[config.mk]
export PLATFORM = sky130hd
export DESIGN_NAME = shared_reg_arbiter
export DESIGN_NICKNAME = d
export VERILOG_FILES = /design/src/rtl/shared_reg_arbiter_pkg.sv /design/src/rtl/shared_reg_arbiter_rr_pick.sv /design/src/rtl/shared_reg_arbiter.sv
export SDC_FILE = /design/constraint.sdc
export NUM_CORES = 1
export LEC_CHECK = 0
export ABC_CLOCK_PERIOD_IN_PS = 1700
export CAP_MARGIN = 20
export CORE_MARGIN = 1
export CORE_UTILIZATION = 37
export DETAILED_ROUTE_END_ITERATION = 12
export GPL_TIMING_DRIVEN = 0
export MAX_ROUTING_LAYER = met4
export PLACE_DENSITY = 0.75
export SETUP_SLACK_MARGIN = 0.4
export SLEW_MARGIN = 10
export SYNTH_ARGS = -nofsm -noshare
export SYNTH_HDL_FRONTEND = slang
export SYNTH_SLANG_ARGS = --single-unit
[constraint.sdc]
create_clock -name clk -period 1.7 [get_ports clk]
set_input_delay 0.51 -clock clk [delete_from_list [all_inputs] [get_ports clk]]
set_output_delay 0.51 -clock clk [all_outputs]
set_load 0.03 [all_outputs]
[src/rtl/shared_reg_arbiter_pkg.sv]
// Shared definitions for the shared-register arbiter: FSM states, index-width
// helper and fixed-width one-hot/index conversions.
package shared_reg_pkg;

    typedef enum logic {IDLE, GRANT} state_t;

    localparam int unsigned MAX_N     = 16;
    localparam int unsigned MAX_IDX_W = 4;

    function automatic int unsigned idx_w(input int unsigned n);
        return (n <= 2) ? 1 : $clog2(n);
    endfunction

    function automatic logic [MAX_N-1:0] idx_to_onehot(input logic [MAX_IDX_W-1:0] idx);
        logic [MAX_N-1:0] oh;
        oh      = '0;
        oh[idx] = 1'b1;
        return oh;
    endfunction

    function automatic logic [MAX_IDX_W-1:0] onehot_to_idx(input logic [MAX_N-1:0] oh);
        logic [MAX_IDX_W-1:0] idx;
        idx = '0;
        for (int unsigned i = 0; i < MAX_N; i++) begin
            if (oh[i]) idx = idx | MAX_IDX_W'(i);
        end
        return idx;
    endfunction

endpackage

[src/rtl/shared_reg_arbiter_rr_pick.sv]
// Combinational circular priority picker: first set req bit at or after start,
// wrapping from N-1 back to 0.
module rr_pick #(
    parameter int unsigned N  = 4,
    parameter int unsigned IW = 2
) (
    input  logic [N-1:0]  req,
    input  logic [IW-1:0] start,
    output logic          found,
    output logic [IW-1:0] winner
);

    logic [IW:0] cand;

    always_comb begin
        found  = 1'b0;
        winner = '0;
        cand   = '0;
        for (int unsigned k = 0; k < N; k++) begin
            // start < N and k < N, so one conditional subtract is a full modulo
            cand = {1'b0, start} + (IW+1)'(k);
            if (cand >= (IW+1)'(N)) cand = cand - (IW+1)'(N);
            if (!found && req[cand[IW-1:0]]) begin
                found  = 1'b1;
                winner = cand[IW-1:0];
            end
        end
    end

endmodule

[src/rtl/shared_reg_arbiter.sv]
// Round-robin arbiter and write sequencer for one shared W-bit register with
// registered q/qbar; grants rotate on request drop or after MAX_HOLD writes.
module shared_reg_arbiter
    import shared_reg_pkg::*;
#(
    parameter int unsigned N        = 4,
    parameter int unsigned W        = 8,
    parameter int unsigned MAX_HOLD = 4
) (
    input  logic                   clk,
    input  logic                   rst,
    input  logic [N-1:0]           req,
    input  logic [N*W-1:0]         wdata,
    output logic [N-1:0]           gnt,
    output logic [W-1:0]           q,
    output logic [W-1:0]           qbar,
    output logic [idx_w(N)-1:0]    owner,
    output logic                   valid
);

    localparam int unsigned IW        = idx_w(N);
    localparam int unsigned HW        = idx_w(MAX_HOLD);
    localparam logic [IW-1:0] LAST    = IW'(N-1);
    localparam logic [HW-1:0] HOLD_LAST = HW'(MAX_HOLD-1);

    state_t        state, state_n;
    logic [IW-1:0] ptr, ptr_n;
    logic [HW-1:0] hold_cnt, hold_n;
    logic [N-1:0]  gnt_n, win_oh;
    logic [IW-1:0] cur, cur_next, start, winner;
    logic          we, rel, found;
    logic [W-1:0]  wsel;

    // The grantee index is derived from the registered one-hot grant.
    assign cur      = IW'(onehot_to_idx(MAX_N'(gnt)));
    assign cur_next = (cur == LAST) ? '0 : cur + 1'b1;
    assign we       = |(gnt & req);
    assign rel      = (state == GRANT) && (!we || hold_cnt == HOLD_LAST);
    assign start    = (state == GRANT) ? cur_next : ptr;
    assign win_oh   = N'(idx_to_onehot(MAX_IDX_W'(winner)));

    rr_pick #(
        .N  (N),
        .IW (IW)
    ) u_pick (
        .req    (req),
        .start  (start),
        .found  (found),
        .winner (winner)
    );

    always_comb begin
        wsel = '0;
        for (int unsigned i = 0; i < N; i++) begin
            if (gnt[i]) wsel = wsel | wdata[i*W +: W];
        end
    end

    always_comb begin
        state_n = state;
        ptr_n   = ptr;
        hold_n  = hold_cnt;
        gnt_n   = gnt;
        unique case (state)
            IDLE: begin
                if (found) begin
                    state_n = GRANT;
                    gnt_n   = win_oh;
                    hold_n  = '0;
                end
            end
            GRANT: begin
                if (rel) begin
                    // Re-arbitrate in the same edge, current grantee searched last
                    ptr_n  = cur_next;
                    hold_n = '0;
                    if (found) begin
                        gnt_n = win_oh;
                    end else begin
                        gnt_n   = '0;
                        state_n = IDLE;
                    end
                end else begin
                    hold_n = hold_cnt + 1'b1;
                end
            end
            default: begin
                state_n = IDLE;
                gnt_n   = '0;
            end
        endcase
    end

    always_ff @(posedge clk or posedge rst) begin
        if (rst) begin
            state    <= IDLE;
            ptr      <= '0;
            hold_cnt <= '0;
            gnt      <= '0;
        end else begin
            state    <= state_n;
            ptr      <= ptr_n;
            hold_cnt <= hold_n;
            gnt      <= gnt_n;
        end
    end

    always_ff @(posedge clk or posedge rst) begin
        if (rst) begin
            q     <= '0;
            qbar  <= '1;
            owner <= '0;
            valid <= 1'b0;
        end else if (we) begin
            q     <= wsel;
            qbar  <= ~wsel;
            owner <= cur;
            valid <= 1'b1;
        end
    end

endmodule
# Yosys cells after proc, flatten, opt, wreduce, memory -nomap -nowiden
# Index checks and enable logic that the tools add are counted.
word_totals:
  n_memories: 0
  latch_bits: 0
  mem_bits_ro: 0
  elab_cells: 91
  register_bits: 28
  output_inout_bits: 23
  ramBits: 0
op_classes:
  reduce_logical: 13
  magnitude_cmp: 10
  n_bitwise: 6
  shifts: 0
  div: 0
  multipliers: 0
  addsub: 9
  n_mux: 41
  eq_ne: 4
ops:
  columns: ["operator", "n"]
  rows:
  - ["$mux W8", 4]
  - ["$mux W2", 14]
  - ["$or A8 B8 Y8", 3]
  - ["$lt A2 B3 Y1 const B", 4]
  - ["$mux W1", 12]
  - ["$mux W4", 3]
  - ["$ge A3 B3 Y1 const B", 3]
  - ["$bmux W1 S2", 4]
  - ["$not A8 Y8", 1]
  - ["$pmux W4 S2", 1]
  - ["$sub A2 B1 Y2 const B", 4]
  - ["$add A2 B2 Y3 const B", 2]
  - ["$logic_and A1 B1 Y1", 5]
  - ["$lt A2 B5 Y1 const B", 1]
  - ["$add A2 B1 Y2 const B", 2]
  - ["$and A4 B4 Y4", 1]
  - ["$eq A2 B2 Y1 const B", 2]
  - ["$logic_not A1 Y1", 4]
  - ["$pmux W2 S2", 1]
  - ["$reduce_and A2 Y1", 2]
  - ["$reduce_or A4 Y1", 1]
  - ["$add A2 B1 Y3 const B", 1]
  - ["$ge A2 B3 Y1 const B", 1]
  - ["$demux W1 S2", 1]
  - ["6 further kinds", 6]

# Logic depth before layout (Yosys ltp)
depth:
  ltp_word: 27
  ltp_mapped: 6
  depth_no_buf: 5

# Cells and area by module
# Synthesis repeated with hierarchy kept, for this count alone.
hier_totals:
  hier_cells: 133
  area_unflattened_um2: 1360.1
by_module_without_submodules:
  columns: ["mod", "seq_area_each_um2", "instances", "cells_per_inst", "area_each_um2"]
  rows:
  - ["shared_reg_arbiter", 710.7, 1, 118, 1282.5]
  - ["rr_pick", 0.0, 1, 15, 77.6]

# Worst setup path before layout
# No wires, ideal clock.
synth_path:
  path_type: "register to register"
  start: "reg gnt[3]"
  end: "reg gnt[1]"
  stages_incl_launch_ff: 6
  required_ps: 1579
  setup_slack_ps: -321
  t_arrival_ps: 1900
  setup_time_ps: 121
  path_cell_list: "dfrtp_1 -> or3b_4 -> and2_4 -> mux2_2 -> a221o_1 -> a22o_1"
synth_between:
  elab_chain_len: 25
  elab_cells_between_ends: 59
  classes_between: "8 x add/sub; 6 x order compare; 3 x eq/ne; 29 x mux; 1 x bitwise; 12 x reduce/logical"
synth_lines:
  columns: ["element", "line_no", "source"]
  rows:
  - ["start, declared", "shared_reg_arbiter.sv:14", "output logic [N-1:0] gnt,"]
  - ["start signal, assigned", "shared_reg_arbiter.sv:104", "gnt <= gnt_n;"]
  - ["branches (longest 25 deep; another with $add A2 B1 Y3)", null, null]
# Parallel ways; which one is timed is not known. The select of a mux whose other input is x is not followed.
# A chain may end at the register's enable or synchronous reset.

# Worst setup path in the final report
layout_path:
  start: "reg gnt[1]"
  end: "reg gnt[1]"
layout_between:
  elab_chain_len: 27
  elab_cells_between_ends: 61
  classes_between: "8 x add/sub; 6 x order compare; 3 x eq/ne; 31 x mux; 1 x bitwise; 12 x reduce/logical"
layout_lines:
  columns: ["element"]
  rows:
  - ["branches (longest 27 deep; another with $add A2 B1 Y3)"]
# Parallel ways; which one is timed is not known. The select of a mux whose other input is x is not followed.

==> summary.md <==
| Metric | Value |
|---|---|
| Status | `finished, violations left` |
| Failing checks | `negative setup slack` |
| Slew headroom | `60.09%` |
| Switch Pwr | `0.002654 W` |
| Final Util | `between 70% and 80%` |
| Reg clk slew, reported paths | `roughly 100 ps` |
| Clock power frac | `8.5%` |
| Synth Cell Area | `1378 µm²` |
| Initial core utilization | `approximately 40%` |
| Setup crit end kind | `flip-flop` |
| Max_cap viols | `0` |
| Crit-path max FO | `4` |
| Slew Viols, Final | `0` |
| Cells after synthesis | `about 140` |
| Vias | `1583` |
| Net count after synthesis | `around 170` |
| Drt drc | `0` |
| Worst Setup Start Kind | `flip-flop` |
| Largest net degree at the start of global routing | `29` |
| First-pass GRT wire length | `~8.0 mm` |
| FF+latch count, synth | `28` |
| Part of the power in combinational logic | `70.1%` |
| Synth area leader | `dfrtp_1` |
| Layout cells sized above 1 | `about half` |
| CTS Buf Count | `3` |
| Fill cells | `between 200 and 250` |
| Clk sinks | `28` |
| First DRT Iteration DRCs | `around 110` |
| CTS tree | `built` |
| Req. time, crit path | `between 1500 and 2000 ps` |
| Worst hold path type | `reg -> reg` |
| Sw frac | `between 40% and 50%` |
| Area Overhead vs Synth | `96.91%` |
| Placed insts | `241` |
| Count leader, synth | `nand2_1` |
| Asr flop ratio synth | `between 90% and 100%` |
| Via density | `about 5.6` |
| Area share of the largest cell type after synthesis | `between 30% and 40%` |
| Post-layout min period | `2029 ps` |
| ANT cells | `0` |
| PD cells | `between 2000 and 2500 nW/µm²` |
| Hpwl dp | `slightly above 3 mm` |
| GRT Overall Usage | `between 20% and 30%` |
| RSZ-0062 raised after global routing | `yes` |
| Leak | `around 1.2 nW` |
| Synth area leaders | `dfrtp_1 36%, dfstp_2 15%, a22oi_1 9.3%` |
| Worst Clk Skew | `around 5 ps` |
| Die Ht | `63.02 µm` |
| CTS Hold Bufs | `0` |
| Root Buffer Master | `clkbuf_8` |
| Gr ovfl total | `0` |
| Final Hold Vio Count | `0` |
| Row cnt | `21` |
| Final setup margin | `-329.2 ps` |
| IO buf count | `60` |
| Top Ports | `61` |
| Commonest cells post-synth | `23 x nand2_1, 20 x dfrtp_1, 17 x a22oi_1` |
| Chip width | `around 63 µm` |
| WL/cell | `between 15 and 20 µm` |
| Worst VDD drop | `1.219 mV` |
| Synth Flop Type | `dfrtp_1` |
| Sequential area share after synthesis | `~52%` |
| Detailed-route wire length | `approximately 5.6 mm` |
| Reg2reg path depth | `8` |
| Vias in the first global route | `roughly 1600` |
| Critical path arrival | `roughly 2200 ps` |
| Initial antenna violation count | `0` |
| Yosys Warn Count | `0` |
| Crit path kind | `reg -> reg` |
| Max Freq | `0.4928 GHz` |
| Hold Path Depth | `2` |
| Final setup vio count | `26` |
| H-tree depth | `1` |
| Worst slew pin tran | `597.4 ps` |
| Clk Latency, worst-skew pair | `about 280 ps` |
| GPL Wtd Cong | `between 0.9 and 1` |
| Core Region | `3442 µm²` |
| Detail Route Antenna Nets | `0` |
| Seq pwr share | `about a fifth` |
| Tcrit/Tclk final | `119.4%` |
| Int Pwr | `around 0.0036 W` |
| Nets | `roughly 280` |
| CTS max path bufs | `2` |
| Drt pass-1 iters | `4` |
| Number of synthesized flops with an enable pin | `0` |
| Finished Layout Cells | `284` |
| Mapped Avg Cell Area | `~10 µm²` |
| DIE AREA | `about 4000 µm²` |
| Yosys cell types | `34` |
[metrics by stage]
step                hold slack (ps)  setup TNS, ps  power, W  area, µm²  worst slack, ps
finish                        487.6          -6160  0.006253       2713           -329.2
global route                  497.0          -7721  0.006510       2713           -390.1
global placement              447.5         -21670  0.003960       2072           -927.8
detailed placement            450.5         -23920  0.004068       2072           -938.4
CTS                           477.3          -2358  0.005593       2499           -262.9
floorplan                     447.3          -1357  0.003080       1414           -260.5
[routing by layer]
| layer | share of wire [%] | global-route usage (%) | up-vias |
|---|---|---|---|
| met3 | 5.1 | 3.285 | 16 |
| met2 | 54 | 48.12 | 68 |
| met5 | 0 | - | - |
| li1 | - | - | 712 |
| met4 | 2.6 | 10.76 | 0 |
| met1 | 38 | 30.37 | 787 |
[path summary, 6_finish.rpt]
check	startpoint	endpoint	slack (ps)
worst min register to register	qbar[3]	qbar[3]	490
worst max register to register	gnt[1]	gnt[1]	-330
worst max-delay path	gnt[1]	gnt[1]	-330
max in group asynchronous	rst	gnt[1]	690
worst min-delay path	qbar[3]	qbar[3]	490
min in group asynchronous	rst	q[7]	640
[logic make-up after synthesis]
group           count (synthesis)  synth area share (%)
fa+ha+maj                       1                0.9081
buf+inv                        12                 3.905
xor+xnor                        1                0.6359
flops                          28                 51.59
compound gates                 48                 26.61
mux                             3                 2.361
simple gates                   42                 13.99
[flip-flops by register name (all words and copies together), names as in the netlist]
name	cells
gnt	4
hold_cnt	2
owner	2
ptr	2
q	8
qbar	8
state	1
valid	1
[power groups by stage]
stage	Combinational [W]	Clock, W	Sequential [W]
2_1_floorplan	0.00128	0	0.00180
3_3_place_gp	0.00267	0	0.00129
3_5_place_dp	0.00276	0	0.00131
4_1_cts	0.00374	0.000533	0.00132
5_1_grt	0.00458	0.000564	0.00136
6_report	0.00438	0.000534	0.00134
[worst max-delay path, stage by stage, from the launching register on]
cell      delay, ps
dfrtp_2         450
buf_6           130
buf_6           110
a222oi_1        320
buf_4           230
a21oi_4          80
a22o_1          250
nor3_2          200
a22o_1          190
[timing repair]
item | in CTS | in global routing
gates cloned | 1 | 0
setup endpoints to repair | 79 | 50
setup buffers | 24 | 14
resized for setup | 208 | 23
pin swaps | 13 | 12
hold endpoints to repair | 0 | 0
[cell usage in the layout (no fill, tap or decap), types with 2 or more instances in the layout]
cell type	n
clkdlybuf4s50_1	33
a22oi_1	17
a22o_1	3
inv_1	4
o32a_1	2
dfstp_2	8
clkbuf_8	3
nand3_1	2
a32oi_1	2
clkbuf_1	4
dfrtp_1	17
dfrtp_2	3
nand2_1	12
buf_8	2
buf_4	26
buf_2	2
buf_6	36
nor2_1	2
o2bb2ai_2	2
and2_4	2
o21a_1	8
nor3_2	2
nand2_2	8
nand2_4	2
nand2b_4	2
nand3_2	5
o21ai_1	2
mux2_4	2
dlygate4sd2_1	2
[final cells by class]
type | instances | area [µm²] | share of cell area, %
tap | 46 | 57.56 | 2.122
buffer | 7 | 62.56 | 2.306
clock inverter | 1 | 30.03 | 1.107
timing repair buffer | 99 | 965.9 | 35.61
inverter | 5 | 22.52 | 0.8303
clock buffer | 3 | 41.29 | 1.522
multi-input combinational | 95 | 818.3 | 30.17
sequential | 28 | 714.4 | 26.34
(Power assumes the default switching activity.)
